`config.mk`:
```
export PLATFORM = sky130hd
export DESIGN_NAME = seven_seg_scanner
export DESIGN_NICKNAME = d
export VERILOG_FILES = /design/src/rtl/seven_seg_scanner.sv
export SDC_FILE = /design/constraint.sdc
export NUM_CORES = 1
export LEC_CHECK = 0
export CAP_MARGIN = 20
export CORE_ASPECT_RATIO = 0.9
export CORE_UTILIZATION = 40
export DETAILED_ROUTE_END_ITERATION = 12
export GPL_TIMING_DRIVEN = 0
export PLACE_DENSITY = 0.68
export SYNTH_ARGS = -nofsm -noshare
export SYNTH_HDL_FRONTEND = slang
export SYNTH_SLANG_ARGS = --single-unit
```
`constraint.sdc`:
```
create_clock -name clk -period 6.78 [get_ports clk]
set_input_delay 1.356 -clock clk [delete_from_list [all_inputs] [get_ports clk]]
set_output_delay 1.356 -clock clk [all_outputs]
set_load 0.02 [all_outputs]
```
`src/rtl/seven_seg_scanner.sv`:
```
// Scans a 4-digit common-anode 7-segment display from a double-buffered 16-bit hex value.
// Latency: seg/an/frame_done are registered, one clock behind the refresh counter state.
// Backpressure: none; load is always accepted, a newer load overwrites an uncommitted one.
module seven_seg_scanner #(
  parameter int REFRESH_DIV = 100000,
  parameter int GUARD       = 2000,
  parameter int BLINK_DIV   = 125
) (
  input  logic        clk,
  input  logic        rst,
  input  logic [15:0] digits,
  input  logic        load,
  input  logic [3:0]  blank_mask,
  input  logic [3:0]  blink_mask,
  output logic [6:0]  seg,
  output logic [3:0]  an,
  output logic        busy,
  output logic        frame_done
);

  localparam int CW = (REFRESH_DIV > 1) ? $clog2(REFRESH_DIV) : 1;
  localparam int FW = (BLINK_DIV > 1) ? $clog2(BLINK_DIV) : 1;
  localparam logic [CW-1:0] CNT_LAST = CW'(REFRESH_DIV - 1);
  localparam logic [CW-1:0] GUARD_C  = CW'(GUARD);
  localparam logic [FW-1:0] FRM_LAST = FW'(BLINK_DIV - 1);

  logic [CW-1:0] cnt;
  logic [1:0]    idx;
  logic [FW-1:0] fcnt;
  logic          blink_phase;
  logic [15:0]   pending;
  logic [15:0]   active;
  logic          tick;
  logic          frame_end;
  logic [3:0]    nibble;
  logic          dark;

  // Active-low {g,f,e,d,c,b,a} pattern for one hex nibble.
  function automatic logic [6:0] seg_decode(input logic [3:0] n);
    case (n)
      4'h0: seg_decode = 7'b1000000;
      4'h1: seg_decode = 7'b1111001;
      4'h2: seg_decode = 7'b0100100;
      4'h3: seg_decode = 7'b0110000;
      4'h4: seg_decode = 7'b0011001;
      4'h5: seg_decode = 7'b0010010;
      4'h6: seg_decode = 7'b0000010;
      4'h7: seg_decode = 7'b1111000;
      4'h8: seg_decode = 7'b0000000;
      4'h9: seg_decode = 7'b0010000;
      4'hA: seg_decode = 7'b0001000;
      4'hB: seg_decode = 7'b0000011;
      4'hC: seg_decode = 7'b1000110;
      4'hD: seg_decode = 7'b0100001;
      4'hE: seg_decode = 7'b0000110;
      default: seg_decode = 7'b0001110;
    endcase
  endfunction

  assign tick      = (cnt == CNT_LAST);
  assign frame_end = tick && (idx == 2'd3);

  // Refresh counter, digit index, and the frame counter that paces blinking.
  always_ff @(posedge clk) begin
    if (rst) begin
      cnt         <= '0;
      idx         <= 2'd0;
      fcnt        <= '0;
      blink_phase <= 1'b0;
    end else begin
      cnt <= tick ? '0 : cnt + 1'b1;
      if (tick) begin
        idx <= idx + 2'd1;
      end
      if (frame_end) begin
        if (fcnt == FRM_LAST) begin
          fcnt        <= '0;
          blink_phase <= ~blink_phase;
        end else begin
          fcnt <= fcnt + 1'b1;
        end
      end
    end
  end

  // Double buffer: loads land in pending, which only moves to active at a
  // frame boundary so a frame is never drawn from two different values.
  always_ff @(posedge clk) begin
    if (rst) begin
      pending <= 16'h0000;
      active  <= 16'h0000;
      busy    <= 1'b0;
    end else begin
      if (frame_end && busy) begin
        active <= pending;
      end
      if (load) begin
        pending <= digits;
        busy    <= 1'b1;
      end else if (frame_end) begin
        busy <= 1'b0;
      end
    end
  end

  // Select the nibble for the digit being scanned and decide whether it is dark.
  always_comb begin
    nibble = active[3:0];
    case (idx)
      2'd1:    nibble = active[7:4];
      2'd2:    nibble = active[11:8];
      2'd3:    nibble = active[15:12];
      default: nibble = active[3:0];
    endcase
    dark = (cnt < GUARD_C) | blank_mask[idx] | (blink_mask[idx] & blink_phase);
  end

  // Registered pin drivers; the guard interval keeps all anodes off while
  // the segment lines settle to the next digit.
  always_ff @(posedge clk) begin
    if (rst) begin
      an         <= 4'b1111;
      seg        <= 7'b1111111;
      frame_done <= 1'b0;
    end else begin
      frame_done <= frame_end;
      if (dark) begin
        an  <= 4'b1111;
        seg <= 7'b1111111;
      end else begin
        an  <= ~(4'b0001 << idx);
        seg <= seg_decode(nibble);
      end
    end
  end

endmodule

```
-- Word-level counts from Yosys, hierarchy flattened
Memories as Yosys holds them, arrays and structs flattened. A register that Yosys moved wholly into a read port is not among the register bits.
Cells that the tools add are included.
- register bits after elaboration: 65
- ROM bits: 112
- input bits: 27
- output and inout bits: 13
- word-level logic and storage cells: 40
- memories: 1
- memories (name ; depth ; bits a word ; rd ports ; clocked after Yosys merged registers in ; wr ports ; line ; source):
    (name not given) ; 16 ; 7 ; 1 ; 1 ; 0 ; 40 ; case (n)
- add/sub/neg operators: 3
- $lt $le $gt $ge: 2
- eq/ne operators: 5
- shift operators: 1
- multiplexer cells: 8
- bitwise operators: 5
- reductions and logical operators: 6
- operator list (cell ; number):
    adder 17 x 1 -> 17 bit, second input constant ; 1
    equality test 17 bit, second input constant ; 1
    < comparator 17 x 11 -> 1 bit, second input constant ; 1
    case mux 4 bit (3 select lines) ; 1
    adder 7 x 1 -> 7 bit, second input constant ; 1
    equality test 7 bit, second input constant ; 1
    two-way mux 7 bit ; 1
    binary-select mux 1 bit (select 2 bit) ; 2
    equality test 2 bit, second input constant ; 2
    two-way mux 1 bit ; 4
    inverter 4 bit ; 1
    OR reduction 2 bit ; 2
    << shifter 1 x 2 -> 4 bit, first input constant ; 1
    < comparator 2 x 3 -> 1 bit, second input constant ; 1
    adder 2 x 1 -> 2 bit, second input constant ; 1
    equality test 2 x 1 -> 1 bit, second input constant ; 1
    logical AND 1 bit ; 2
    bitwise OR 1 bit ; 2
    AND reduction 2 bit ; 1
    nonzero test 2 bit ; 1
    bitwise AND 1 bit ; 1
    inverter 1 bit ; 1

-- Depth between registers and ports, before layout
Gate-level depths: netlist of the first run.
- depth in word-level cells: 5
- gate-level depth with buffers: 11
- depth with buffers taken out: 10

-- Least setup slack after synthesis of the first run
Ideal clock, no wire load.
- path kind: input -> register
- from: input blink_mask[3]
- to: register seg[2]
- setup time: 0.141 ns
- data arrival time: 2.502 ns
- data required time: 6.639 ns
- path slack: 4.137 ns
- stages: 5
- buffers on the path: 1
- path through: mux4_2 -> a211o_1 -> nor2_1 -> buf_2 -> o311ai_0
- word-level cells in the longest chain between the ends: 5
- ends and longest elaborated chain (element ; line ; source):
    start, declared ; 14 ; input logic [3:0] blink_mask,
    binary-select mux 1 bit (select 2 bit) ; 115 ; dark = (cnt < GUARD_C) | blank_mask[idx] | (blink_mask[idx] & blink_phase);
    two-way mux 1 bit (not written as such) ; 115 ;
    bitwise AND 1 bit ; 115 ;
    bitwise OR 1 bit ; 115 ;
    OR reduction 2 bit (no line) ; n/a ;
    end, declared ; 15 ; output logic [6:0] seg,
Every way passes these cells. The select of a mux whose other input is x is not followed.
A chain may end at the register's enable or synchronous reset.

-- Worst setup path after layout of the first run
- from: input blank_mask[3]
- to: register seg[2]
- word-level cells in the longest chain between the ends: 5
- ends and longest elaborated chain (element ; line ; source):
    start, declared ; 13 ; input logic [3:0] blank_mask,
    binary-select mux 1 bit (select 2 bit) ; 115 ;
    two-way mux 1 bit (not written as such) ; 115 ;
    bitwise OR 1 bit (2 in a row) ; 115 ;
    OR reduction 2 bit (no line) ; n/a ;
Every way passes these cells. The select of a mux whose other input is x is not followed.

==> results of run 1 <==
[metal layers]
| metal | vias to the layer above | track usage [%] | wire length (um) |
|---|---|---|---|
| met1 | 1331 | 24.8 | 3790 |
| met2 | 70 | 28.9 | 3220 |
| met5 | - | 0 | 0 |
| met3 | 7 | 3.71 | 366 |
| met4 | 0 | 8.01 | 73 |
| li1 | 1442 | - | - |
[per-stage QoR]
step                util, %  cells  hold WS, ns  setup WS, ns
floorplan                 -    364        0.426          4.14
finish                 50.4    516        0.467          3.96
global placement       47.5    500        0.441          3.62
CTS                    50.4    516        0.468          3.96
global route           50.4    516        0.492          3.85
detailed placement     47.5    500        0.454          3.59
[area by class of cell]
class	instances	share of cell area [%]
clock inverters	4	1.88
multi-input cells	252	42.8
flip-flops and latches	72	35.4
inverters	14	1.29
well taps	99	3.05
repair buffers	37	9.10
clock buffers	12	3.81
plain buffers	26	2.68
[kinds of logic after synthesis]
kind of cell	Yosys count
AOI/OAI and AO/OA	93
xor gates and xnor gates	9
adders and majority gates	13
buffers and inverters	40
DFF	72
muxes	21
and+or+nand+nor	116
[critical path, cell delays in order]
cell             delay (ns)
clkdlybuf4s50_1        0.41
mux4_2                 0.48
a211o_1                0.30
nor2_1                 0.12
buf_2                  0.21
o311ai_0               0.15
[sequential cells by signal, summed over array words and instances, names as in the netlist, 2 cells and up]
name,count
cnt,17
fcnt,7
active,16
an,4
pending,16
idx,2
seg,7
[path summary, 6_finish.rpt]
| check | endpoint | cells past startpoint | from | slack, ns |
|---|---|---|---|---|
| max | seg[2]$_SDFF_PP1_ | 6 | blank_mask[3] | 3.96 |
| min reg2reg | cnt[0]$_SDFF_PP0_ | 1 | cnt[0]$_SDFF_PP0_ | 0.47 |
| max reg2reg | seg[3]$_SDFF_PP1_ | 9 | idx[0]$_SDFFE_PP0N_ | 4.08 |
| min | cnt[0]$_SDFF_PP0_ | 1 | cnt[0]$_SDFF_PP0_ | 0.47 |
[report_power, final]
| part | switching [W] | total [W] | leakage, nW | internal, W |
|---|---|---|---|---|
| clock network | 0.000165 | 0.000393 | 0.113 | 0.000228 |
| registers | 0.00000484 | 0.000435 | 0.584 | 0.000430 |
| logic | 0.0000207 | 0.0000438 | 0.715 | 0.0000230 |
[cells in the final DEF (no fill, tap or decap), types with 2 or more instances in the layout]
master           netlist  layout
clkbuf_8               0      11
a211o_1                3       3
o31ai_1               21      21
nor2_1                30      30
nor2b_1                3       3
mux2_2                 2       2
clkdlybuf4s50_1        0      37
inv_1                 14      14
mux2i_1               17      17
mux4_2                 2       2
o21ai_0               11      11
and4_1                 3       3
nand4_1               24      24
clkbuf_1              16      17
a21oi_1               37      37
nand4_4                2       2
ha_1                  13      13
or4_1                  5       5
o211ai_1               2       2
nand2_1               17      17
a222oi_1               4       4
buf_2                  9       9
or3_1                  6       6
a21o_1                 2       2
and3_1                 2       2
nand3b_1               2       2
nand3_1               14      14
xor2_1                 8       8
dfxtp_1               72      72
bufinv_16              0       2
a211oi_1               7       7
==> out/results.tsv, run 1 <==
stage	metric	value	unit
status	status	completed	
layout	diodes	0	
grt	grt_pass1_wl	12.6	mm
layout	multi_input_area	1740	um2
floorplan	dieArea	8730	um2
power_and_ir_drop	p_leak	1.41	nW
clocking	cts_made_buffers	9	
layout	nNetsFinal	452	
sta	slew_headroom	52.8	%
sta	period_share	41.6	%
floorplan	start_util	41.4	%
layout	regArea	1440	um2
power_and_ir_drop	vdd.ir_drop.worst	0.106	mV
floorplan	core	8070	um2
grt	first_global_vias	2626	
logic_synthesis	yosys.cell_count.top_type	dfxtp_1	
logic_synthesis	yosysWarnings	0	
critical_path	worst_setup_path_start_kind	primary input	
logic_synthesis	avgSynthCellArea	9.18	um2
clocking	ctsResizeCount	0	
critical_path	worst_setup_path_end_kind	flop	
grt	overflow	0	
place	dp_hpwl	5.38	mm
logic_synthesis	synth_common_cells	dfxtp_1 (72), a21oi_1 (37), nor2_1 (30)	
logic_synthesis	synth_top_family_by_area	simple AND/OR/NAND/NOR gates	
logic_synthesis	async_reset_ff_share	0	%
layout	n_fill_cell	794	
drt	drc	0	
logic_synthesis	synth_nets	404	
drt	num_vias	2850	
drt	drtAntennaViolNets	0	
layout	drive_above_1_share	8.15	%
logic_synthesis	seq_area_frac_synth	43.1	%
clocking	root_buffer	clkbuf_8	
logic_synthesis	synth_compound_area_share	17.8	%
floorplan	io_pins	40	
sta	drv_slew	0	
place	io_buffers	37	
critical_path	path_class	in2reg	
layout	area_growth_syn_to_layout	21.7	%
layout	finish.instance_area	4070	um2
sta	finalSetupTns	0	ns
logic_synthesis	yosys.area.top_type	dfxtp_1	
sta	worstMarginPinSlew	0.708	ns
logic_synthesis	synthAdderAreaFrac	4.87	%
logic_synthesis	synth_top_area_share	43.1	%
drt	avgRoutedWirePerCell	14.4	um
logic_synthesis	ys_dominant_reg_cell	dfxtp_1	
sta	period_needed	2.82	ns
sta	clock.fmax	355	MHz
floorplan	die_y	88.7	um
clocking	clk_pin_slew	0.08	ns
logic_synthesis	syn_inst	364	
floorplan	rows	31	
grt	antenna_found_initial	0	
clocking	post_cts_buffers	0	
sta	setup_viol	0	
sta	finClkSkew	0.0122	ns
logic_synthesis	synthMuxAreaShare	7.11	%
drt	firstDrtPassIters	8	
grt	grtUsageTotal	18.4	%
power_and_ir_drop	power	0.000872	W
clocking	cts_tree	done	
grt	grt_max_degree	13	
logic_synthesis	netlist_area	3340	um2
drt	drtIter0Drc	155	
logic_synthesis	synthXorXnorAreaFrac	2.36	%
floorplan	die_w	98.4	um
drt	routed_wl	7.45	mm
critical_path	cp.required	7.00	ns
clocking	postCtsHoldBufs	0	
critical_path	path_max_fanout	10	
logic_synthesis	yosys.area_share.simple	19.9	%
clocking	cts_sinks	72	
drt	via_per_inst	5.52	
place	place_congestion	0.876	
flow_run	cap_violations	0	
logic_synthesis	synth_cell_types	44	
logic_synthesis	synth_edf_count	0	
clocking	insertion_delay	0.35	ns
clocking	ctsHtreeMaxLevel	3	
logic_synthesis	synth_area_leaders	dfxtp_1 (43%), a21oi_1 (5.5%), mux2i_1 (5.1%)	
critical_path	worstPathArrival	3.04	ns
min_path	hold_class	reg2reg	
sta	rsz0062_at_grt	false	
power_and_ir_drop	p_per_area	214	nW/um2
clocking	cts_buffer_depth	2	
sta	hold_viol_final	0	
place	placed_cell_area	3840	um2
logic_synthesis	ys_seq_elements	72	
No activity file was read; power rests on OpenSTA's default activity.
==> run 2, diff against run 1 <==
--- a/config.mk
+++ b/config.mk
@@ -10,7 +10,7 @@
 export CORE_UTILIZATION = 40
 export DETAILED_ROUTE_END_ITERATION = 12
 export GPL_TIMING_DRIVEN = 0
-export PLACE_DENSITY = 0.68
+export PLACE_DENSITY = 0.71
 export SYNTH_ARGS = -nofsm -noshare
 export SYNTH_HDL_FRONTEND = slang
 export SYNTH_SLANG_ARGS = --single-unit
==> constraint.sdc (replaced) <==
create_clock -name clk -period 2.55 [get_ports clk]
set_input_delay 0.51 -clock clk [delete_from_list [all_inputs] [get_ports clk]]
set_output_delay 0.51 -clock clk [all_outputs]
set_load 0.02 [all_outputs]
==> run 2 against run 1 <==
Against the previous run: the run now ends with DRC left; sequential cell count stayed put; first-iteration DRC count is 9.7% lower; highest routed layer unchanged; cell count is 0.58% higher; non-clock buffer count increased by 4; worst hold slack got worse by 0.0031 ns; largest cell class unchanged; global-route usage shrank 0.53 points; power is 140% higher.
==> out/results.tsv, run 2 (synthesis gave the netlist of run 1 again) <==
stage	metric	value	unit
clocking	ctsHtreeMaxLevel	3	
drt	drc	3	
power_and_ir_drop	vdd.ir_drop.worst	0.273	mV
layout	layout_common_cells	dfxtp_1 (70), clkdlybuf4s50_1 (37), a21oi_1 (36)	
critical_path	slowest_delay	0.51	ns
drt	avgRoutedWirePerCell	14.5	um
clocking	cts_sinks	72	
layout	reg_top3	cnt: 17 flops, active: 16 flops, pending: 16 flops	
floorplan	die_y	88.7	um
layout	largest_register_ffs	17	
sta	period_needed	2.34	ns
layout	drive_above_1_share	10.7	%
sta	period_share	91.9	%
sta	finalSetupTns	0	ns
layout	area_growth_syn_to_layout	22.4	%
sta	hold_ws	0.464	ns
critical_path	path_class	reg2reg	
place	io_buffers	37	
clocking	cts_tree	done	
place	placed_cell_area	3840	um2
layout	nNetsFinal	456	
floorplan	die_w	98.4	um
grt	antenna_found_initial	0	
layout	diodes	0	
floorplan	dieArea	8730	um2
layout	utilization	50.7	%
layout	finish.instance_area	4090	um2
sta	drv_slew	0	
critical_path	worst_setup_path_start_kind	flop	
floorplan	start_util	41.4	%
layout	fin_cells	519	
critical_path	slowest_stage	a222oi_1	
sta	worstMarginPinSlew	0.717	ns
flow_run	cap_violations	0	
drt	firstDrtPassIters	10	
grt	overflow	0	
grt	grt_pass1_wl	12.4	mm
critical_path	path_delay_family	compound AO/OA/AOI/OAI gates	
sta	rsz0062_at_grt	false	
critical_path	cpMostUsedCell	inv_1	
critical_path	crit_cells	10	
clocking	cts_made_buffers	9	
drt	num_vias	2883	
place	dp_cells	500	
sta	clock.fmax	427	MHz
clocking	cts_buffer_depth	2	
min_path	hold_depth	1	
power_and_ir_drop	p_leak	1.43	nW
sta	slew_headroom	52.2	%
grt	first_global_vias	2608	
critical_path	path_max_fanout	6	
power_and_ir_drop	p_per_area	522	nW/um2
critical_path	worstPathArrival	2.61	ns
grt	grt_max_degree	12	
min_path	hold_class	reg2reg	
clocking	postCtsHoldBufs	0	
floorplan	rows	31	
clocking	insertion_delay	0.34	ns
place	place_congestion	0.837	
drt	routed_wl	7.53	mm
drt	drtIter0Drc	140	
status	status	finished, violations left	
layout	largest_register	cnt	
drt	via_per_inst	5.55	
clocking	root_buffer	clkbuf_8	
floorplan	io_pins	40	
layout	final_common_cell	dfxtp_1	
critical_path	ff2ff_path_depth	10	
critical_path	cp.required	2.82	ns
sta	setup_viol	0	
clocking	clk_pin_slew	0.07	ns
critical_path	critical_path_buf_inv_count	3	
grt	grtUsageTotal	17.9	%
drt	drtAntennaViolNets	0	
critical_path	worst_setup_path_end_kind	flop	
sta	finClkSkew	0.0114	ns
place	dp_hpwl	5.41	mm
status	violations	DRC	
floorplan	core	8070	um2
critical_path	timing.critical_path.cells	inv_1 > ha_2 > a222oi_1 > a21oi_4 > inv_1 > ha_1 > inv_1 > a211oi_2 > mux2_2 > o21ai_0	
sta	hold_viol_final	0	
## run 2: changes by cell type in the layout (fill, tap and decap cells not counted), moves of 2 or more
cell | previous run | this run
buf_4 | 0 | 4
a211oi_2 | 0 | 2
clkbuf_1 | 17 | 15
clkbuf_8 | 11 | 13
a211oi_1 | 7 | 5
dfxtp_1 | 72 | 70
bufinv_16 | 2 | 0
## run 2: area by class of cell
class | count | area [um2]
clock buffer | 13 | 179
multi-input combinational | 252 | 1770
inverter | 14 | 52.6
sequential | 72 | 1450
clock inverter | 2 | 12.5
timing repair buffer | 41 | 400
tap | 99 | 124
buffer | 26 | 110
fill | 756 | 3980
## run 2: routing by layer
layer,global-route usage (%),wire (um),share of wire (%)
met1,24.6,3710,49
met2,28.0,3390,45
met3,2.76,341,4.5
met4,7.87,89,1.2
met5,0,0,0
## run 2: power by group
group / internal, W / switching (W)
combinational: 0.0000612 / 0.0000556
clock: 0.000453 / 0.000410
sequential: 0.00114 / 0.0000133
total: 0.00166 / 0.000479
## run 2: final timing paths
kind / start / endpoint / slack, ns
worst min-delay path: cnt[0]$_SDFF_PP0_ / cnt[0]$_SDFF_PP0_ / 0.46
worst max-delay path: idx[0]$_SDFFE_PP0N_ / seg[3]$_SDFF_PP1_ / 0.21
worst min register to register: cnt[0]$_SDFF_PP0_ / cnt[0]$_SDFF_PP0_ / 0.46
worst max register to register: idx[0]$_SDFFE_PP0N_ / seg[3]$_SDFF_PP1_ / 0.21
## run 2: repair_timing
action,CTS,global route
resized for setup,2,9
buffers inserted,0,4
pin swaps,0,4
setup endpoints to repair,3,6
## run 2: stage by stage
stage / setup WS [ns] / power, W
finish: 0.206 / 0.00214
CTS: 0.0151 / 0.00215
detailed placement: -0.0815 / 0.00130
global route: 0.00863 / 0.00221
floorplan: 0.298 / 0.00124
global placement: -0.0723 / 0.00130
==> run 3, diff against run 2 <==
--- a/config.mk
+++ b/config.mk
@@ -5,12 +5,12 @@
 export SDC_FILE = /design/constraint.sdc
 export NUM_CORES = 1
 export LEC_CHECK = 0
-export CAP_MARGIN = 20
+export CAP_MARGIN = 40
 export CORE_ASPECT_RATIO = 0.9
 export CORE_UTILIZATION = 40
 export DETAILED_ROUTE_END_ITERATION = 12
 export GPL_TIMING_DRIVEN = 0
-export PLACE_DENSITY = 0.71
+export PLACE_DENSITY = 0.68
 export SYNTH_ARGS = -nofsm -noshare
 export SYNTH_HDL_FRONTEND = slang
 export SYNTH_SLANG_ARGS = --single-unit
==> constraint.sdc (replaced) <==
create_clock -name clk -period 2.2 [get_ports clk]
set_input_delay 0.44 -clock clk [delete_from_list [all_inputs] [get_ports clk]]
set_output_delay 0.44 -clock clk [all_outputs]
set_load 0.1 [all_outputs]
==> run 3 against run 2 <==
Against the previous run: the flow now finishes without violations; die area unchanged; design area is 9.1% higher; power up 22%; clock power grew 30%; combinational power grew 26%; worst hold slack gained 0.0052 ns.
==> out/results.tsv, run 3 (synthesis gave the netlist of run 1 again) <==
stage	metric	value	unit
sta	rsz0062_at_grt	true	
drt	avgRoutedWirePerCell	14.7	um
grt	grtUsageTotal	19.5	%
grt	grt_pass1_wl	13.5	mm
status	status	completed	
critical_path	path_class	reg2reg	
min_path	hold_class	reg2reg	
place	io_buffers	37	
power_and_ir_drop	power_frac_comb	5.7	%
power_and_ir_drop	swShare	22.3	%
critical_path	worst_setup_path_end_kind	flop	
layout	final_common_cell	dfxtp_1	
clocking	insertion_delay	0.35	ns
floorplan	io_pins	40	
layout	largest_register	cnt	
power_and_ir_drop	vdd.ir_drop.worst	0.517	mV
critical_path	cp.required	2.48	ns
critical_path	critical_path_buf_inv_count	3	
floorplan	start_util	41.4	%
sta	clock.fmax	459	MHz
clocking	clk_pin_slew	0.08	ns
layout	area_growth_syn_to_layout	33.5	%
critical_path	timing.critical_path.cells	inv_4 > ha_4 > a222oi_1 > a21oi_4 > inv_2 > ha_4 > inv_2 > a211oi_4 > mux2_4 > o21ai_2	
power_and_ir_drop	internal-power	0.00203	W
floorplan	rows	31	
floorplan	die_y	88.7	um
drt	num_vias	3002	
sta	drv_slew	0	
drt	routed_wl	7.91	mm
critical_path	path_max_fanout	5	
floorplan	die_w	98.4	um
critical_path	slowest_stage	a222oi_1	
layout	reg_top3	cnt: 17 flops, active: 16 flops, pending: 16 flops	
sta	hold_viol_final	0	
drt	drtAntennaViolNets	0	
drt	via_per_inst	5.58	
grt	overflow	0	
floorplan	dieArea	8730	um2
clocking	cts_tree	done	
place	dp_hpwl	5.59	mm
power_and_ir_drop	p_leak	1.57	nW
power_and_ir_drop	pwr-share-clk	43.0	%
sta	finalSetupTns	0	ns
sta	finClkSkew	0.0100	ns
sta	slew_headroom	53.3	%
sta	period_share	99.1	%
critical_path	reg2reg_from	idx[0]$_SDFFE_PP0N_	
grt	grt_max_degree	13	
sta	period_needed	2.18	ns
critical_path	worstPathArrival	2.46	ns
floorplan	core	8070	um2
min_path	hp-start	active[6]$_SDFFE_PP0P_	
clocking	ctsHtreeMaxLevel	3	
sta	hold_ws	0.470	ns
critical_path	path_delay_family	compound AO/OA/AOI/OAI gates	
place	place_congestion	0.857	
layout	nNetsFinal	475	
critical_path	slowest_delay	0.54	ns
flow_run	cap_violations	0	
layout	drive_above_1_share	18.2	%
drt	drc	0	
sta	worstMarginPinSlew	0.700	ns
clocking	root_buffer	clkbuf_8	
clocking	cts_sinks	72	
critical_path	startpoint	idx[0]$_SDFFE_PP0N_	
layout	utilization	55.3	%
drt	firstDrtPassIters	7	
clocking	postCtsHoldBufs	0	
grt	first_global_vias	2846	
critical_path	worst_setup_path_start_kind	flop	
grt	antenna_found_initial	0	
power_and_ir_drop	seqPwrFrac	51.3	%
power_and_ir_drop	p_per_area	584	nW/um2
clocking	cts_buffer_depth	2	
power_and_ir_drop	p_switching	0.000582	W
layout	diodes	0	
drt	drtIter0Drc	207	
layout	largest_register_ffs	17	
sta	setup_viol	0	
layout	layout_common_cells	dfxtp_1 (70), clkdlybuf4s50_1 (37), a21oi_1 (36)	
clocking	cts_made_buffers	9	
==> run 3: cell types whose count changed in the layout (fill, tap and decap cells not counted), sizes merged <==
cell / change
bufinv: +2
clkinvlp: +1
clkbuf: -5
buf: +20
clkinv: +1
==> run 3: power by group through the flow <==
stage / clock network [W] / logic, W / registers (W)
6_report: 0.00112 / 0.000148 / 0.00134
5_1_grt: 0.00119 / 0.000163 / 0.00134
4_1_cts: 0.00114 / 0.000148 / 0.00134
3_5_place_dp: 0 / 0.000147 / 0.00137
3_3_place_gp: 0 / 0.000139 / 0.00137
2_1_floorplan: 0 / 0.0000699 / 0.00138
==> run 3: per-layer routing <==
metal	global-route usage [%]	vias to the layer above	part of all wire, %
li1	-	1485	-
met1	25.4	1410	45
met2	32.3	97	47
met3	4.98	10	5.9
met4	5.43	0	1.5
met5	0	-	0
==> run 3: timing repair <==
action | in CTS | in global routing
pin swaps | 5 | 6
cloned | 0 | 0
gates resized for setup | 19 | 16
endpoints found under the setup margin | 7 | 5
buffers inserted | 6 | 5
==> run 3: final cells by class <==
type                    count  area, um2
plain buffers              25        105
clock buffers               9        124
clock inverters             6       85.1
fillers                   726       3610
inverters                  14       55.1
multi-input cells         252       1860
flip-flops and latches     72       1450
well taps                  99        124
repair buffers             61        664
==> run 3: metrics by stage <==
stage / cells / total power, W / area [um2] / setup slack, ns
after floorplan: 364 / 0.00145 / 3350 / 0.00886
after CTS: 533 / 0.00262 / 4360 / 0.00831
after detailed placement: 513 / 0.00152 / 4050 / -0.399
final: 538 / 0.00261 / 4460 / 0.0207
after global routing: 538 / 0.00270 / 4460 / -0.0507
after global placement: 500 / 0.00151 / 3840 / -0.339
==> run 3: worst paths after layout <==
check,slack (ns),depth (start not counted),to
worst max-delay path,0.02,10,seg[3]$_SDFF_PP1_
worst min-delay path,0.47,2,active[6]$_SDFFE_PP0P_
worst max register to register,0.02,10,seg[3]$_SDFF_PP1_
worst min register to register,0.47,2,active[6]$_SDFFE_PP0P_
==> run 3: worst reg2reg max path: stages, from the launching register on <==
cell and delay [ns]:
dfxtp_4 0.40, inv_4 0.05, ha_4 0.17, a222oi_1 0.54
a21oi_4 0.13, inv_2 0.11, ha_4 0.20, inv_2 0.07
a211oi_4 0.04, mux2_4 0.30, o21ai_2 0.11
